<file path="config.mk">
export PLATFORM = sky130hd
export DESIGN_NAME = humidity_multi_conv
export DESIGN_NICKNAME = d
export VERILOG_FILES = /design/src/rtl/humidity_multi_conv.sv
export SDC_FILE = /design/constraint.sdc
export NUM_CORES = 1
export LEC_CHECK = 0
export CORE_ASPECT_RATIO = 0.8
export CORE_MARGIN = 2
export CORE_UTILIZATION = 44
export CTS_BUF_LIST = sky130_fd_sc_hd__clkbuf_16
export DETAILED_ROUTE_END_ITERATION = 10
export HOLD_SLACK_MARGIN = 0.1
export PLACE_DENSITY = 0.78
export SLEW_MARGIN = 5
export SYNTH_ARGS = -nofsm -noshare
export SYNTH_HDL_FRONTEND = slang
export SYNTH_SLANG_ARGS = --single-unit
</file>
<file path="constraint.sdc">
create_clock -name clk -period 1.65 [get_ports clk]
set_clock_uncertainty 0.15 [all_clocks]
set_input_delay 0.165 -clock clk [delete_from_list [all_inputs] [get_ports clk]]
set_output_delay 0.165 -clock clk [all_outputs]
set_load 0.05 [all_outputs]
</file>
<file path="src/rtl/humidity_multi_conv.sv">
// Multi-channel ADC-to-humidity converter: offset/scale, saturation at HUM_MAX,
// optional per-channel moving average (enabled by defining HUM_AVG_EN).
module humidity_multi_conv #(
  parameter int CHANNELS = 4,
  parameter int ADC_W    = 12,
  parameter int HUM_W    = 10,
  parameter int V_OFFSET = 2009,
  parameter int HUM_MAX  = 1000,
  parameter int AVG_LOG2 = 2,
  localparam int CH_W    = (CHANNELS > 1) ? $clog2(CHANNELS) : 1
) (
  input  logic             clk,
  input  logic             rst_n,
  input  logic             in_valid,
  output logic             in_ready,
  input  logic [CH_W-1:0]  in_chan,
  input  logic [ADC_W-1:0] in_voltage,
  output logic             out_valid,
  input  logic             out_ready,
  output logic [CH_W-1:0]  out_chan,
  output logic [HUM_W-1:0] out_humidity,
  output logic             out_sat,
  output logic             chan_err
);

  localparam logic [ADC_W-1:0] OFFSET_C = ADC_W'(V_OFFSET);
  localparam logic [ADC_W-1:0] MAX_C    = ADC_W'(HUM_MAX);

  logic             w_en;
  logic             w_xfer;
  logic             w_tag_ok;
  logic [ADC_W-1:0] w_diff;
  logic [ADC_W-1:0] w_half;
  logic [HUM_W-1:0] w_raw;
  logic             w_sat;

  logic             w_out_valid;
  logic [CH_W-1:0]  w_out_chan;
  logic [HUM_W-1:0] w_out_hum;
  logic             w_out_sat;

  logic             r_s1_valid;
  logic [CH_W-1:0]  r_s1_chan;
  logic [HUM_W-1:0] r_s1_raw;
  logic             r_s1_sat;
  logic             r_chan_err;

  // A held output freezes the whole pipeline.
  assign w_en     = !(w_out_valid && !out_ready);
  assign w_xfer   = in_valid && w_en;
  assign w_tag_ok = ({1'b0, in_chan} < (CH_W + 1)'(CHANNELS));

  // Offset removal, halving and clipping of the raw ADC code.
  always_comb begin
    w_diff = '0;
    w_half = '0;
    w_raw  = '0;
    w_sat  = 1'b0;
    if (in_voltage > OFFSET_C) begin
      w_diff = in_voltage - OFFSET_C;
    end else begin
      w_diff = '0;
    end
    w_half = w_diff >> 1;
    if (w_half > MAX_C) begin
      w_raw = HUM_W'(HUM_MAX);
      w_sat = 1'b1;
    end else begin
      w_raw = HUM_W'(w_half);
      w_sat = 1'b0;
    end
  end

  // Stage 1 register; samples with a bad tag only raise the error pulse.
  always_ff @(posedge clk or negedge rst_n) begin
    if (!rst_n) begin
      r_s1_valid <= 1'b0;
      r_s1_chan  <= '0;
      r_s1_raw   <= '0;
      r_s1_sat   <= 1'b0;
      r_chan_err <= 1'b0;
    end else begin
      r_chan_err <= w_xfer && !w_tag_ok;
      if (w_en) begin
        r_s1_valid <= w_xfer && w_tag_ok;
        if (w_xfer && w_tag_ok) begin
          r_s1_chan <= in_chan;
          r_s1_raw  <= w_raw;
          r_s1_sat  <= w_sat;
        end
      end
    end
  end

`ifdef HUM_AVG_EN
  localparam int DEPTH = 1 << AVG_LOG2;
  localparam int SUM_W = HUM_W + AVG_LOG2;
  localparam int PTR_W = (AVG_LOG2 > 0) ? AVG_LOG2 : 1;

  logic [HUM_W-1:0]    r_hist [CHANNELS][DEPTH];
  logic [SUM_W-1:0]    r_sum  [CHANNELS];
  logic [PTR_W-1:0]    r_ptr  [CHANNELS];
  logic [CHANNELS-1:0] r_seeded;

  logic [HUM_W-1:0] w_old;
  logic [SUM_W-1:0] w_sum_nxt;
  logic [PTR_W-1:0] w_ptr_nxt;
  logic [HUM_W-1:0] w_avg;

  logic             r_out_valid;
  logic [CH_W-1:0]  r_out_chan;
  logic [HUM_W-1:0] r_out_hum;
  logic             r_out_sat;

  // Running-sum update for the channel currently in stage 1; an unseeded
  // channel starts as if its whole window held this sample.
  always_comb begin
    w_old     = r_hist[r_s1_chan][r_ptr[r_s1_chan]];
    w_sum_nxt = '0;
    w_ptr_nxt = '0;
    if (AVG_LOG2 == 0) begin
      w_ptr_nxt = '0;
    end else begin
      w_ptr_nxt = r_ptr[r_s1_chan] + PTR_W'(1);
    end
    if (!r_seeded[r_s1_chan]) begin
      w_sum_nxt = SUM_W'(r_s1_raw) << AVG_LOG2;
    end else begin
      w_sum_nxt = r_sum[r_s1_chan] - SUM_W'(w_old) + SUM_W'(r_s1_raw);
    end
    w_avg = HUM_W'(w_sum_nxt >> AVG_LOG2);
  end

  // Per-channel history, pointer, sum and seeded state.
  always_ff @(posedge clk or negedge rst_n) begin
    if (!rst_n) begin
      r_seeded <= '0;
      for (int c = 0; c < CHANNELS; c++) begin
        r_sum[c] <= '0;
        r_ptr[c] <= '0;
        for (int d = 0; d < DEPTH; d++) begin
          r_hist[c][d] <= '0;
        end
      end
    end else if (w_en && r_s1_valid) begin
      r_sum[r_s1_chan] <= w_sum_nxt;
      if (!r_seeded[r_s1_chan]) begin
        r_seeded[r_s1_chan] <= 1'b1;
        r_ptr[r_s1_chan]    <= '0;
        for (int d = 0; d < DEPTH; d++) begin
          r_hist[r_s1_chan][d] <= r_s1_raw;
        end
      end else begin
        r_hist[r_s1_chan][r_ptr[r_s1_chan]] <= r_s1_raw;
        r_ptr[r_s1_chan]                    <= w_ptr_nxt;
      end
    end
  end

  // Output register; data only moves when a new result arrives.
  always_ff @(posedge clk or negedge rst_n) begin
    if (!rst_n) begin
      r_out_valid <= 1'b0;
      r_out_chan  <= '0;
      r_out_hum   <= '0;
      r_out_sat   <= 1'b0;
    end else if (w_en) begin
      r_out_valid <= r_s1_valid;
      if (r_s1_valid) begin
        r_out_chan <= r_s1_chan;
        r_out_hum  <= w_avg;
        r_out_sat  <= r_s1_sat;
      end
    end
  end

  assign w_out_valid = r_out_valid;
  assign w_out_chan  = r_out_chan;
  assign w_out_hum   = r_out_hum;
  assign w_out_sat   = r_out_sat;
`else
  assign w_out_valid = r_s1_valid;
  assign w_out_chan  = r_s1_chan;
  assign w_out_hum   = r_s1_raw;
  assign w_out_sat   = r_s1_sat;
`endif

  assign in_ready     = w_en;
  assign out_valid    = w_out_valid;
  assign out_chan     = w_out_chan;
  assign out_humidity = w_out_hum;
  assign out_sat      = w_out_sat;
  assign chan_err     = r_chan_err;

endmodule

</file>
==> results.sh <==
export IMPL_status="finished, violations left"
export IMPL_violations="setup timing"
export IMPL_post_place_cells=191
export IMPL_fp_dieW_um=56.7
export IMPL_cts_root_buffer="clkbuf_16"
export IMPL_antenna_found_initial=0
export IMPL_start_util_pct=46.1
export IMPL_worstSetupStartpointType="input port"
export IMPL_drt_initial_drc_count=34
export IMPL_hp_class="input port to flip-flop"
export IMPL_drive_gt1_share_pct=53.2
export IMPL_final_cell_mix="50 x buf_4, 13 x nand2_1, 13 x dfrtp_1"
export IMPL_drv_slew=0
export IMPL_antenna_cells=0
export IMPL_clockBufferDepth=2
export IMPL_min_delay_path_depth=5
export IMPL_critPathMaxFanout=4
export IMPL_grt_total_usage_pct=26.6
export IMPL_place_ws_ps=-845
export IMPL_min_period_ps=1720
export IMPL_worst_slack_ps=-71.0
export IMPL_syn_area_um2=977
export IMPL_io_pins=34
export IMPL_die_area_um2=2620
export IMPL_p_per_area_nw_per_um2=815
export IMPL_first_global_vias=1155
export IMPL_grtUsageMet1_pct=27.5
export IMPL_finalSetupViolCount=6
export IMPL_grt_busiest_layer="met2"
export IMPL_synth_top_area_cell="dfrtp_1"
export IMPL_hpwl_um=2280
export IMPL_h_tree_depth=1
export IMPL_drc=0
export IMPL_fp_dieH_um=46.2
export IMPL_synthCells=104
export IMPL_peakVddDrop_mv=0.791
export IMPL_final_area_um2=1780
export IMPL_final_util_pct=83.8
export IMPL_drtPass1Iterations=4
export IMPL_synth_top_area_share_pct=35.9
export IMPL_stdcell_count=198
export IMPL_critical_path_class="input port to flip-flop"
export IMPL_ys_warnings_count=0
export IMPL_cp_required_ps=1630
export IMPL_yosysSeqAreaShare_pct=35.9
export IMPL_crit_path_end_kind="flip-flop"
export IMPL_power_leakage_nw=0.819
export IMPL_synth_async_sr_flop_share_pct=100
export IMPL_grt_pass1_wl_um=5200
export IMPL_rsz0062_at_grt="true"
export IMPL_syn_area_per_cell_um2=9.40
export IMPL_path_clk_slew_ps=50
export IMPL_timing_hold_ws_ps=329
export IMPL_overflow=0
export IMPL_gp_congestion=0.844
export IMPL_wire_per_inst_um=16.7
export IMPL_hold_viol=0
export IMPL_period_share_pct=104
export IMPL_grtUsageMet2_pct=54.2
export IMPL_wirelength_um=3310
export IMPL_dpl_instance_area_um2=1590
export IMPL_cts_sinks=14
export IMPL_maxCapViolCount=0
export IMPL_syn_nets=124
export IMPL_arrival_ps=1700
export IMPL_ys_ff_latch=14
export IMPL_std_cell_rows=15
export IMPL_cts_inserted_buffers=3
export IMPL_grt_max_degree=15
export IMPL_max_freq_mhz=581
export IMPL_clk_insertion_delay_late_ps=240
export IMPL_yosys_top_cells_area="dfrtp_1 36%, nand2_1 5.4%, xnor2_1 5.4%"
export IMPL_synth_edf_count=0
export IMPL_viasPerCell=5.74
export IMPL_io_buffer_count=32
export IMPL_core_area_um2=2120
export IMPL_ant_nets=0
export IMPL_num_vias=1136
export IMPL_area_growth_pct=81.8
export IMPL_grtUsageMet3_pct=4.21
export IMPL_r2r_cells=4
export IMPL_nets=194
export IMPL_synthFlopType="dfrtp_1"
export IMPL_layout_commonest_cell="buf_4"
export IMPL_cts_tree="built"
export IMPL_synth_cell_types=38
per-stage QoR:
| step | setup TNS (ps) | total power, mW |
|---|---|---|
| after global routing | -918 | 1.50 |
| after CTS | -1670 | 1.44 |
| after global placement | -7860 | 0.941 |
| after floorplan | -992 | 0.724 |
| after detailed placement | -8440 | 0.957 |
| final | -368 | 1.45 |
path summary, 6_finish.rpt:
kind / start / end / slack [ps]
worst min register to register: out_humidity[2] / out_humidity[2] / 350
worst min-delay path: in_voltage[6] / out_humidity[5] / 330
min in group asynchronous: rst_n / out_sat / 630
max in group asynchronous: rst_n / out_valid / 530
worst max-delay path: in_voltage[1] / out_humidity[4] / -70
worst max register to register: out_valid / out_chan[0] / 150
area by class of cell:
class | count | area (µm²)
Multi-Input combinational cell | 79 | 722
Clock inverter | 1 | 3.75
Clock buffer | 3 | 75.1
Sequential cell | 14 | 352
Timing Repair Buffer | 72 | 578
Tap cell | 25 | 31.3
Inverter | 4 | 15.0
Fill cell | 129 | 344
synthesized netlist by cell type (all sizes together), types with 2 or more instances:
cell and instances:
nor3 2, a31oi 3, mux2 2, inv 4, nand4 4, nand2b 4
clkbuf 2, nand2 14, buf 5, a22o 5, xnor2 6, a21oi 2
dfrtp 14, o21ai 2, ha 2, nand3 3, xor2 4, and3 2
nor2 3, a32o 4, o2111ai 2
state kept, by name, summed over array words and instances (netlist names):
name and count:
out_chan 2, out_humidity 10, out_sat 1, out_valid 1
layer usage:
metal  wire, µm  vias to the layer above
li1           -                      521
met1       1200                      545
met2       1800                       58
met3        195                       12
met4        112                        0
met5          0                        -
cells by family (layout without fill, tap and decap cells):
logic type / Yosys count / in the layout / share of synthesized area (%)
other: 1 / 1 / 0.384
xor gates and xnor gates: 10 / 10 / 8.96
and+or+nand+nor: 37 / 37 / 20.9
adders and majority gates: 2 / 2 / 2.56
muxes: 2 / 2 / 2.30
DFF: 14 / 14 / 35.9
AOI/OAI and AO/OA: 27 / 27 / 23.9
buffers and inverters: 11 / 80 / 5.12
worst max-delay path, cell delays in order:
cell     delay [ps]
buf_6           100
inv_2            60
buf_4           100
ha_1            120
or4b_4          480
a31oi_4         180
nor3_1           90
buf_4           160
a32o_1          240
repair_timing:
| item | CTS | global route |
|---|---|---|
| gates resized for setup | 36 | 15 |
| setup buffers | 1 | 1 |
| endpoints found under the setup margin | 11 | 11 |
| pin swaps | 15 | 15 |
| hold endpoints to repair | 14 | 0 |
| hold buffers | 1 | 0 |
power by group:
group          total [mW]  switching, mW  internal, mW
Sequential          0.414         0.0284         0.386
Combinational       0.576          0.332         0.245
Clock               0.457          0.137         0.320
No activity file was read; power rests on OpenSTA's default activity.
==> variant, RTL diff (config.mk and constraints unchanged) <==
The parameter `CHANNELS` goes from 4 to 2.
--- a/src/rtl/humidity_multi_conv.sv
+++ b/src/rtl/humidity_multi_conv.sv
@@ -1,7 +1,7 @@
 // Multi-channel ADC-to-humidity converter: offset/scale, saturation at HUM_MAX,
 // optional per-channel moving average (enabled by defining HUM_AVG_EN).
 module humidity_multi_conv #(
-  parameter int CHANNELS = 4,
+  parameter int CHANNELS = 2,
   parameter int ADC_W    = 12,
   parameter int HUM_W    = 10,
   parameter int V_OFFSET = 2009,
Interface: changed (resized in_chan and out_chan); port bits go from 34 to 32. No check against the original RTL was run, so the function may have changed too.
==> variant against the original RTL <==
Non-clock buffer count decreased by 7. Sequential cell count decreased by 1. Largest power group unchanged. Final cell count increased by 1.5%. Final area decreased by 3.8%. Wire length decreased by 9.6%. Clock power decreased by 4%. Synthesized cell count increased by 11%. Critical path type unchanged. Largest cell class unchanged. Setup slack improved by 0.12 ns. Area after synthesis increased by 9.2%. First-iteration DRC count increased by 8.8%. Total power decreased by 4.1%.
==> variant: results (changes against the original RTL) <==
| Metric | Value |
|---|---|
| Status | `complete, no violations (was finished with violations)` |
| Distinct cells, synth | `47 (was 38)` |
| Crit path launch | `in_voltage[2] (was in_voltage[1])` |
| Largest net degree at the start of global routing | `14 (was 15)` |
| Post-Syn Nets | `134 (was 124)` |
| Detailed Route Iter0 Violations | `37 (was 34)` |
| Routed len/inst | `14.9 µm (was 16.7 µm)` |
| Synth area leaders | `dfrtp_1, nand2_1, o41ai_2, xor2_2, nor3_1 (was dfrtp_1, nand2_1, xnor2_1, a22o_1, a32o_1)` |
| GRT Overall Usage | `24.5% (was 26.6%)` |
| # port buffers | `30 (was 32)` |
| Vias in the first global route | `1119 (was 1155)` |
| Filler Cells Inserted | `167 (was 129)` |
| Mux cell area share after synthesis | `1.06% (was 2.30%)` |
| Sequential area share after synthesis | `30.5% (was 35.9%)` |
| R2R cell count | `5 (was 4)` |
| WP data arrival | `1.58 ns (was 1.70 ns)` |
| Nets | `196 (was 194)` |
| R2r setup slk | `0.23 ns (was 0.15 ns)` |
| Met2 WL post-DR | `1530 µm (was 1800 µm)` |
| Fraction of layout cells with a size suffix above 1 | `47.2% (was 53.2%)` |
| CP max stage cell | `o311a_4 (was or4b_4)` |
| DP Wirelength | `2190 µm (was 2280 µm)` |
| RePlAce Congestion | `0.774 (was 0.844)` |
| CP endpoint | `out_humidity[3] (was out_humidity[4])` |
| Compound-Gate Fraction of Synth Area | `30.2% (was 23.9%)` |
| Post-synthesis adder-cell area fraction | `2.34% (was 2.56%)` |
| VDD IR max | `0.000805 V (was 0.000791 V)` |
==> variant: cells by family (layout without fill, tap and decap cells) <==
logic type | Yosys count | after routing
compound gates | 32 | 32
xor+xnor | 6 | 6
flops | 13 | 13
simple gates | 50 | 50
other cells | 1 | 1
fa+ha+maj | 2 | 2
buf+inv | 10 | 71
mux | 1 | 1
==> variant: worst min path at each step <==
stage                                 end  slack [ns]            start
after global placement           out_chan        0.31         out_chan
final                     out_humidity[1]        0.27    in_voltage[2]
after floorplan                  out_chan       -0.28            rst_n
after global routing      out_humidity[1]        0.28    in_voltage[2]
after CTS                 out_humidity[1]        0.27    in_voltage[2]
after detailed placement  out_humidity[1]        0.32  out_humidity[1]
==> variant: metrics by stage <==
step | power [mW] | std cells | setup slack, ns | cell area [µm²]
detailed placement | 0.938 | 193 | -0.655 | 1570
CTS | 1.39 | 201 | 0.00125 | 1690
global placement | 0.924 | 193 | -0.578 | 1570
floorplan | 0.722 | 115 | -0.0786 | 1080
global route | 1.46 | 201 | -0.0179 | 1710
finish | 1.39 | 201 | 0.0456 | 1710
==> variant: area by class of cell <==
type,count,area (µm²),share of cell area [%]
multi-input combinational,92,739,43.3
inverter,2,7.51,0.439
clock buffer,3,75.1,4.39
clock inverter,1,3.75,0.220
timing repair buffer,65,526,30.7
sequential,13,327,19.1
tap,25,31.3,1.83
==> variant: worst max-delay path: cells and delay by family <==
kind	cells	cell delay, ns
AOI/OAI and AO/OA	3	0.78
buffers and inverters	1	0.12
xor gates and xnor gates	1	0.11
and+or+nand+nor	1	0.40
==> variant: layer usage <==
metal / track usage (%) / up-vias
li1: - / 538
met1: 27.7 / 542
met2: 44.2 / 43
met3: 6.49 / 10
met4: 11.8 / 0
met5: 0 / -
==> variant: repair_timing <==
item,4_1_cts,5_1_grt
hold buffers,1,0
setup endpoints to repair,11,9
resized for setup,27,6
pin swaps,13,5
endpoints found under the hold margin,13,0
setup buffers,3,0
==> variant: report_power, final <==
group	internal [mW]	switching, mW	leakage (nW)	total [mW]
combinational	0.227	0.335	0.578	0.562
sequential	0.362	0.0246	0.163	0.387
clock	0.318	0.121	0.0423	0.440
total	0.908	0.481	0.783	1.39
